==> config.mk <==
export PLATFORM = sky130hd
export DESIGN_NAME = sevenseg_595_driver
export DESIGN_NICKNAME = d
export VERILOG_FILES = /design/src/rtl/sevenseg_595_driver.sv
export SDC_FILE = /design/constraint.sdc
export NUM_CORES = 1
export LEC_CHECK = 0
export ABC_CLOCK_PERIOD_IN_PS = 3300
export BUFFER_PORTS_ARGS = -buffer_cell sky130_fd_sc_hd__buf_2
export CAP_MARGIN = 20
export CORE_MARGIN = 1.5
export CORE_UTILIZATION = 61
export DETAILED_ROUTE_END_ITERATION = 7
export PLACE_DENSITY = 0.89
export SYNTH_ARGS = -nofsm -noshare
export SYNTH_HDL_FRONTEND = slang
export SYNTH_SLANG_ARGS = --single-unit
==> constraint.sdc <==
create_clock -name clk_i -period 3.3 [get_ports clk_i]
set_input_delay 0.825 -clock clk_i [delete_from_list [all_inputs] [get_ports clk_i]]
set_output_delay 0.825 -clock clk_i [all_outputs]
set_load 0.005 [all_outputs]
==> src/rtl/sevenseg_595_driver.sv <==
// Renders a 32-bit word as eight hex digits on a daisy chain of eight 74HC595s:
// encode nibbles, shift 64 bits MSB-first on SRCLK, then pulse RCLK once.
module sevenseg_595_driver #(
    parameter int CLK_DIV        = 4,
    parameter bit SEG_ACTIVE_LOW = 1'b1
) (
    input  logic        clk_i,
    input  logic        rst_i,
    input  logic [31:0] data_i,
    input  logic        valid_i,
    output logic        ready_o,
    output logic        busy_o,
    output logic        done_o,
    output logic        sr_ser_o,
    output logic        sr_srclk_o,
    output logic        sr_rclk_o,
    output logic        sr_oe_n_o
);

    typedef enum logic [2:0] {IDLE, LOAD, SHIFT_LO, SHIFT_HI, LATCH, DONE} state_t;

    localparam logic [7:0] DIV_LAST = 8'(CLK_DIV - 1);

    state_t      state_q, state_d;
    logic [7:0]  div_q, div_d;
    logic [6:0]  bit_q, bit_d;
    logic [63:0] frame_q, frame_d;
    logic [31:0] data_q, data_d;
    logic        ser_q, ser_d;
    logic        dv_q, dv_d;
    logic [63:0] frame_enc;
    logic        div_end;

    function automatic logic [7:0] seg_enc(input logic [3:0] n);
        logic [7:0] s;
        case (n)
            4'h0: s = 8'h3F;
            4'h1: s = 8'h06;
            4'h2: s = 8'h5B;
            4'h3: s = 8'h4F;
            4'h4: s = 8'h66;
            4'h5: s = 8'h6D;
            4'h6: s = 8'h7D;
            4'h7: s = 8'h07;
            4'h8: s = 8'h7F;
            4'h9: s = 8'h6F;
            4'hA: s = 8'h77;
            4'hB: s = 8'h7C;
            4'hC: s = 8'h39;
            4'hD: s = 8'h5E;
            4'hE: s = 8'h79;
            default: s = 8'h71;
        endcase
        return SEG_ACTIVE_LOW ? ~s : s;
    endfunction

    // Digit i (nibble i) lands in byte i; byte7 is shifted out first.
    always_comb begin
        frame_enc = '0;
        for (int i = 0; i < 8; i++) begin
            frame_enc[i*8 +: 8] = seg_enc(data_q[i*4 +: 4]);
        end
    end

    assign div_end  = (div_q == DIV_LAST);
    assign sr_ser_o = ser_q;

    always_ff @(posedge clk_i) begin
        if (rst_i) begin
            state_q <= IDLE;
            div_q   <= '0;
            bit_q   <= '0;
            frame_q <= '0;
            data_q  <= '0;
            ser_q   <= 1'b0;
            dv_q    <= 1'b0;
        end else begin
            state_q <= state_d;
            div_q   <= div_d;
            bit_q   <= bit_d;
            frame_q <= frame_d;
            data_q  <= data_d;
            ser_q   <= ser_d;
            dv_q    <= dv_d;
        end
    end

    always_comb begin
        state_d    = state_q;
        div_d      = div_q;
        bit_d      = bit_q;
        frame_d    = frame_q;
        data_d     = data_q;
        ser_d      = ser_q;
        dv_d       = dv_q;
        ready_o    = 1'b0;
        busy_o     = 1'b1;
        done_o     = 1'b0;
        sr_srclk_o = 1'b0;
        sr_rclk_o  = 1'b0;
        sr_oe_n_o  = !dv_q;
        case (state_q)
            IDLE: begin
                ready_o = 1'b1;
                busy_o  = 1'b0;
                if (valid_i) begin
                    data_d  = data_i;
                    state_d = LOAD;
                end
            end
            LOAD: begin
                frame_d = frame_enc;
                ser_d   = frame_enc[63];
                bit_d   = '0;
                div_d   = '0;
                state_d = SHIFT_LO;
            end
            SHIFT_LO: begin
                if (div_end) begin
                    div_d   = '0;
                    state_d = SHIFT_HI;
                end else begin
                    div_d = div_q + 8'd1;
                end
            end
            SHIFT_HI: begin
                sr_srclk_o = 1'b1;
                if (div_end) begin
                    div_d = '0;
                    if (bit_q == 7'd63) begin
                        state_d = LATCH;
                    end else begin
                        // New bit appears together with the SRCLK fall.
                        frame_d = {frame_q[62:0], 1'b0};
                        ser_d   = frame_q[62];
                        bit_d   = bit_q + 7'd1;
                        state_d = SHIFT_LO;
                    end
                end else begin
                    div_d = div_q + 8'd1;
                end
            end
            LATCH: begin
                sr_rclk_o = 1'b1;
                if (div_end) begin
                    div_d   = '0;
                    state_d = DONE;
                end else begin
                    div_d = div_q + 8'd1;
                end
            end
            DONE: begin
                done_o    = 1'b1;
                sr_oe_n_o = 1'b0;
                dv_d      = 1'b1;
                state_d   = IDLE;
            end
            default: state_d = IDLE;
        endcase
    end

endmodule

Word level (Yosys, flattened, before mapping)
Memories as Yosys holds them, arrays and structs flattened. A register that Yosys moved wholly into a read port is not among the register bits.
Index checks and enable logic that the tools add are counted.
{ "word_totals": {"wordCells": 84, "latch_bits": 0, "ramBits": 0, "mem_bits_ro": 896, "output_inout_bits": 7, "ff_bits": 115, "n_memories": 8} }
{ "memory_table": {"columns": ["name", "words", "word_bits", "read_ports", "rd_ports_with_merged_regs", "wr", "line", "source"], "rows": [
  ["(name not given)", 16, 7, 1, 1, 0, "36", "case (n)"],
  ["(name not given)", 16, 7, 1, 1, 0, "36", null],
  ["(name not given)", 16, 7, 1, 1, 0, "36", null],
  ["(name not given)", 16, 7, 1, 1, 0, "36", null],
  ["(name not given)", 16, 7, 1, 1, 0, "36", null],
  ["(name not given)", 16, 7, 1, 1, 0, "36", null],
  ["2 more memories", null, null, null, null, null, null, null]
]} }
{ "classes": {"addsub": 2, "n_bitwise": 8, "magnitude_cmp": 0, "div": 0, "shifts": 0, "n_mul": 0, "n_eq_ne": 12, "n_mux": 39, "reduce_logical": 8} }
{ "op_table": {"columns": ["cell", "n"], "rows": [
  ["$mux W63", 2],
  ["$pmux W63 S2", 1],
  ["$mux W4", 16],
  ["$not A8 Y8", 8],
  ["$pmux W8 S2", 1],
  ["$mux W3", 5],
  ["$pmux W3 S5", 1],
  ["$mux W7", 2],
  ["$pmux W7 S2", 1],
  ["$ne A2 B2 Y1 const B", 5],
  ["$add A8 B1 Y8 const B", 1],
  ["$eq A8 B2 Y1 const B", 1],
  ["$mux W1", 8],
  ["$mux W8", 1],
  ["$add A7 B1 Y7 const B", 1],
  ["$eq A7 B6 Y1 const B", 1],
  ["$eq A3 B2 Y1 const B", 2],
  ["$eq A3 B3 Y1 const B", 2],
  ["$reduce_and A4 Y1", 1],
  ["$reduce_bool A2 Y1", 2],
  ["$eq A3 B1 Y1 const B", 1],
  ["$logic_not A3 Y1", 1],
  ["$reduce_and A3 Y1", 1],
  ["$reduce_or A3 Y1", 1],
  ["other kinds (3)", 3]
]} }

Longest topological paths before layout
{ "depth": {"word_depth": 4, "depth_mapped": 12} }

Worst setup path before layout
Ideal clock, no wire load.
{ "synth_path": {"kind": "input to register", "start": "input port valid_i", "end": "register (tool-made name)", "path_slack_ns": 0.371, "stages": 10, "path_buffers": 2, "arrival_time_ns": 2.871, "t_required_ns": 3.242, "path_cell_list": "nor4b_4 -> buf_6 -> buf_2 -> nand2_1 -> a21oi_1 -> inv_1 -> ha_1 -> inv_1 -> mux4_2 -> inv_1"} }
{ "synth_rtl": {"columns": ["element", "line", "source"], "rows": [
  ["start: declaration", "10", "input logic valid_i,"]
]} }

Worst setup path in the final report
{ "layout_path": {"start": "register state_q[0]", "end": "output port sr_srclk_o"} }
{ "layout_between": {"elab_chain_cells": 2} }
{ "layout_rtl": {"columns": ["element", "line", "source"], "rows": [
  ["start: declaration", "24", "state_t state_q, state_d;"],
  ["start signal: assignment", "78", "state_q <= state_d;"],
  ["$eq A3 B2 Y1", "102", "case (state_q)"],
  ["$mux W1", "102", null],
  ["end: declaration", "15", "output logic sr_srclk_o,"]
]} }
Every way passes these cells.

==> results <==
- For the worst setup path, the data arrival time is 2.12 ns.
- Setup repair after global routing left no endpoint under its margin.
- Buffers added to address setup during post-CTS repair amount to 0.
- The cell area power density is ~530 nW/um^2.
- The portion of the clock cycle consumed by the worst path in the final layout is 89.4%.
- The total via count after detailed routing is roughly 6.9k.
- Summed over all nets, the switching power comes to 1.32 mW.
- The synthesized design contains 171 register bits.
- The number of diodes is 0.
- The number of clock buffers inserted by TritonCTS is 17.
- Summing the areas of all fa, ha and maj instances in the mapped netlist gives 8.76% of the synthesized area.
- Before antenna repair, the detailed router went through 5 iterations.
- The root buffer cell is sky130_fd_sc_hd__clkbuf_16.
- For the finished layout, the period the worst path requires is 2.95 ns.
- After clock tree synthesis, the clock-pin slew on the worst setup and hold paths is about 0.060 ns.
- The remaining design rule violation count is 0.
- For this run the aggregate overflow at the end of global routing stands at 0.
- The type of the worst setup path is flip-flop to primary output.
- The cell count after synthesis is between 900 and 1k.
- The final weighted congestion in routability-driven placement is ~0.9.
- The async set-or-reset flop fraction in the synthesized netlist is 0%.
- The detailed router finished its first iteration with 488 violations.
- The remaining number of nets flagged by the antenna check after routing is 0.
- The initial core utilization is between 60% and 70%.
- In this run the mean area of a mapped cell was approximately 8.4 sq um.
- The data required time at the worst endpoint is about 2.5 ns.
- The number of sinks handled by clock tree synthesis is 171.
- After synthesis, the share of cell area in mux cells is roughly 5.8%.
- The worst hold-check path type is flip-flop to flip-flop.
- The highest routed metal layer is met4.
- The post-synthesis sequential area ratio is between 40% and 50%.
- The via count of the first global-routing pass is between 6k and 7k.
- Timing would allow up to between 0.3 and 0.4 GHz.
- Buffers inserted to repair hold after CTS numbered 0.
- The die is 120 um wide.
- Of the cells placed in the final design, the portion with a size suffix greater than 1 is between 10% and 20%.
- The number of enable flip-flop cells after synthesis is 0.
- Using the TritonRoute via totals, the vias-per-cell ratio works out to slightly below 6.
- In this run the number of H-tree levels came out at 4.
- The standby leakage power is 3.91 nW.
- The max-slew violation count was 0.
- The first-pass GRT wire length is 29700 um.
- Input and output buffers added on the ports amount to 41.
- The clock passes through at most 2 buffers.
- The number of placement rows is 42.
- The met2 wire length is between 8000 and 9000 um.
- The worst slew margin relative to its limit is 38.8%.
- The routed wire length is 17700 um.
- The number of hold-slack violations in the final timing report is 0.
- The internal power of the cells totals around 3.6 mW.
- The final routed wire length divided by cell count is 14.9 um.
- The area growth from synthesis to layout is 11.2%.
- The share of total power in sequential cells is a little under half.
- The main combinational cell family by area after synthesis is simple AND/OR/NAND/NOR gates.
- The area of the die is roughly 14000 sq um.
- In this run switching power makes up 26.8% of total power.
- The power share of the combinational group is roughly 14%.
- The cell area that synthesis handed to floorplanning was just over 8000 sq um.
- The simple-gate share of the synthesized area is 18.7%.
- The worst clock skew is between 0.008 and 0.009 ns.
- The layout has 1002 filler cells.
- The net count of the finished layout is around 1.1k.
- The final number of setup-violating endpoints is 0.
- Across the VDD grid, the largest voltage drop is approximately 0.00038 V.
- 42 I/O pins were placed.
- The clock share of power is between 30% and 40%.
- The vertical die dimension is around 120 um.
- The number of antenna violations at the first check in global routing is 0.
- Post-CTS repair changed the size of 0 cells.
- The post-route core utilization is a little over two thirds.
- For this run, the total global-route usage over all layers was measured as 25.5%.
- The routed length on met3 is about 660 um.
- The kind of capture point of the worst setup path is a primary output.
- The tool flagged a number of max-cap violations equal to 0.
- The xor and xnor area share after synthesis is around 1.1%.
- For this run, the leading register cell type out of synthesis is sky130_fd_sc_hd__dfxtp_1.
- Yosys printed 0 warnings.
- The CTS tree is done.
- The net count after synthesis is around 1.1k.
- The run finished with clean final reports.
- The aggregate negative setup slack is 0 ns.
- The highest fanout seen on the critical path is 11.
- For the pin with the worst max-slew slack, the measured transition is 0.918 ns.
- The core box area is 13200 sq um.
- STA classifies the critical path startpoint as a flip-flop.
- The clock latency on the worst-skew pair is approximately 0.43 ns.
- Entering global routing, the biggest net connects 97 pins.
- Detailed placement finished with a half-perimeter wire length of between 10000 and 15000 um.
- The routed metal-1 wire length is about 7800 um.
- Yosys mapped the design onto slightly below 60 distinct sky130hd cell types.
- The synthesized netlist devotes between 15 and 20% of its cell area to compound gates.
[power groups by stage]
stage / Combinational (mW) / Clock, mW / Sequential, mW
after floorplan: 0.523 / 0 / 2.30
after global placement: 0.641 / 0 / 2.32
after detailed placement: 0.665 / 0 / 2.32
after CTS: 0.680 / 1.96 / 2.28
after global routing: 0.775 / 2.05 / 2.29
final: 0.691 / 1.94 / 2.28
[area by class of cell]
| class | instances | area, sq um | share of cell area, % |
|---|---|---|---|
| Inverter | 60 | 233 | 2.53 |
| Multi-Input combinational cell | 687 | 4350 | 47.2 |
| Clock buffer | 20 | 467 | 5.07 |
| Sequential cell | 171 | 3420 | 37.2 |
| Clock inverter | 12 | 115 | 1.25 |
| Tap cell | 176 | 220 | 2.39 |
| Timing Repair Buffer | 65 | 408 | 4.43 |
[critical path: stages, from the launching register on]
cell,delay [ns]
sky130_fd_sc_hd__dfxtp_1,0.58
sky130_fd_sc_hd__nor2b_1,0.53
sky130_fd_sc_hd__nand2_2,0.12
sky130_fd_sc_hd__inv_1,0.29
sky130_fd_sc_hd__buf_2,0.18
[cell families after synthesis]
logic type                 after synthesis
and+or+nand+nor                        343
AOI/OAI and AO/OA                      239
DFF                                    171
buffers and inverters                  123
adders and majority gates               58
muxes                                   37
xor gates and xnor gates                10
[routing by layer]
layer,track usage (%),vias up
met5,0,-
met4,9.45,0
met3,5.32,35
met2,43.4,163
met1,31.9,3276
li1,-,3421
[cell usage in the layout, fill, tap and decap left out, drive strengths merged, types with 4 or more instances in the layout]
master,instances
a211oi,9
mux2,9
inv,61
a21o,14
xor2,4
nand2,161
a2bb2oi,7
nand2b,11
o21ai,11
xnor2,6
o211ai,50
a22oi,6
or2,4
nor3b,4
or3,8
nor2,76
clkbuf,20
and3,5
clkinv,7
a21oi,122
nand3,6
nand3b,7
dfxtp,171
nor3,42
mux4,7
o211a,4
o221ai,4
mux2i,21
buf,65
ha,58
[cells in the mapped netlist (5+ instances only)]
library cell                  n  area [sq um]
sky130_fd_sc_hd__ha_1        58           726
sky130_fd_sc_hd__nand2b_1    11          68.8
sky130_fd_sc_hd__nor2_1      76           285
sky130_fd_sc_hd__dfxtp_1    171          3420
sky130_fd_sc_hd__nand2_1    160           601
sky130_fd_sc_hd__inv_1       54           203
sky130_fd_sc_hd__a21o_1      14           105
sky130_fd_sc_hd__nand3_1      6          30.0
sky130_fd_sc_hd__mux2i_1     19           190
sky130_fd_sc_hd__a211oi_1     9          67.6
sky130_fd_sc_hd__xnor2_1      6          52.6
sky130_fd_sc_hd__mux2_2       9           101
sky130_fd_sc_hd__a2bb2oi_1    7          61.3
sky130_fd_sc_hd__a21oi_1    121           606
sky130_fd_sc_hd__buf_2       19          95.1
sky130_fd_sc_hd__o21ai_0     10          50.1
sky130_fd_sc_hd__nand3b_1     7          52.6
sky130_fd_sc_hd__or3_1        8          50.1
sky130_fd_sc_hd__mux4_2       7           158
sky130_fd_sc_hd__a22oi_1      6          45.0
sky130_fd_sc_hd__nor3_1      42           210
sky130_fd_sc_hd__o211ai_1    50           375
sky130_fd_sc_hd__clkbuf_1    35           131
sky130_fd_sc_hd__and3_1       5          31.3
[through the flow]
stage	hold slack, ns	cells	worst slack [ns]	power [mW]	area (sq um)
finish	0.451	1191	0.351	4.91	9210
global placement	0.435	1157	0.424	2.96	8600
detailed placement	0.439	1157	0.310	2.99	8600
global route	0.470	1191	0.290	5.12	9210
CTS	0.451	1189	0.431	4.92	9180
floorplan	0.422	981	0.371	2.83	8280
[final timing paths]
check,startpoint,to,slack [ns],depth (start not counted)
max,state_q[0]$_SDFFE_PP0P_,sr_srclk_o,0.35,4
min,frame_q[46]$_SDFFE_PP0P_,frame_q[46]$_SDFFE_PP0P_,0.45,2
max reg2reg,state_q[1]$_SDFFE_PP0P_,flip-flop,0.60,9
min reg2reg,frame_q[46]$_SDFFE_PP0P_,frame_q[46]$_SDFFE_PP0P_,0.45,2
(Power assumes the default switching activity.)
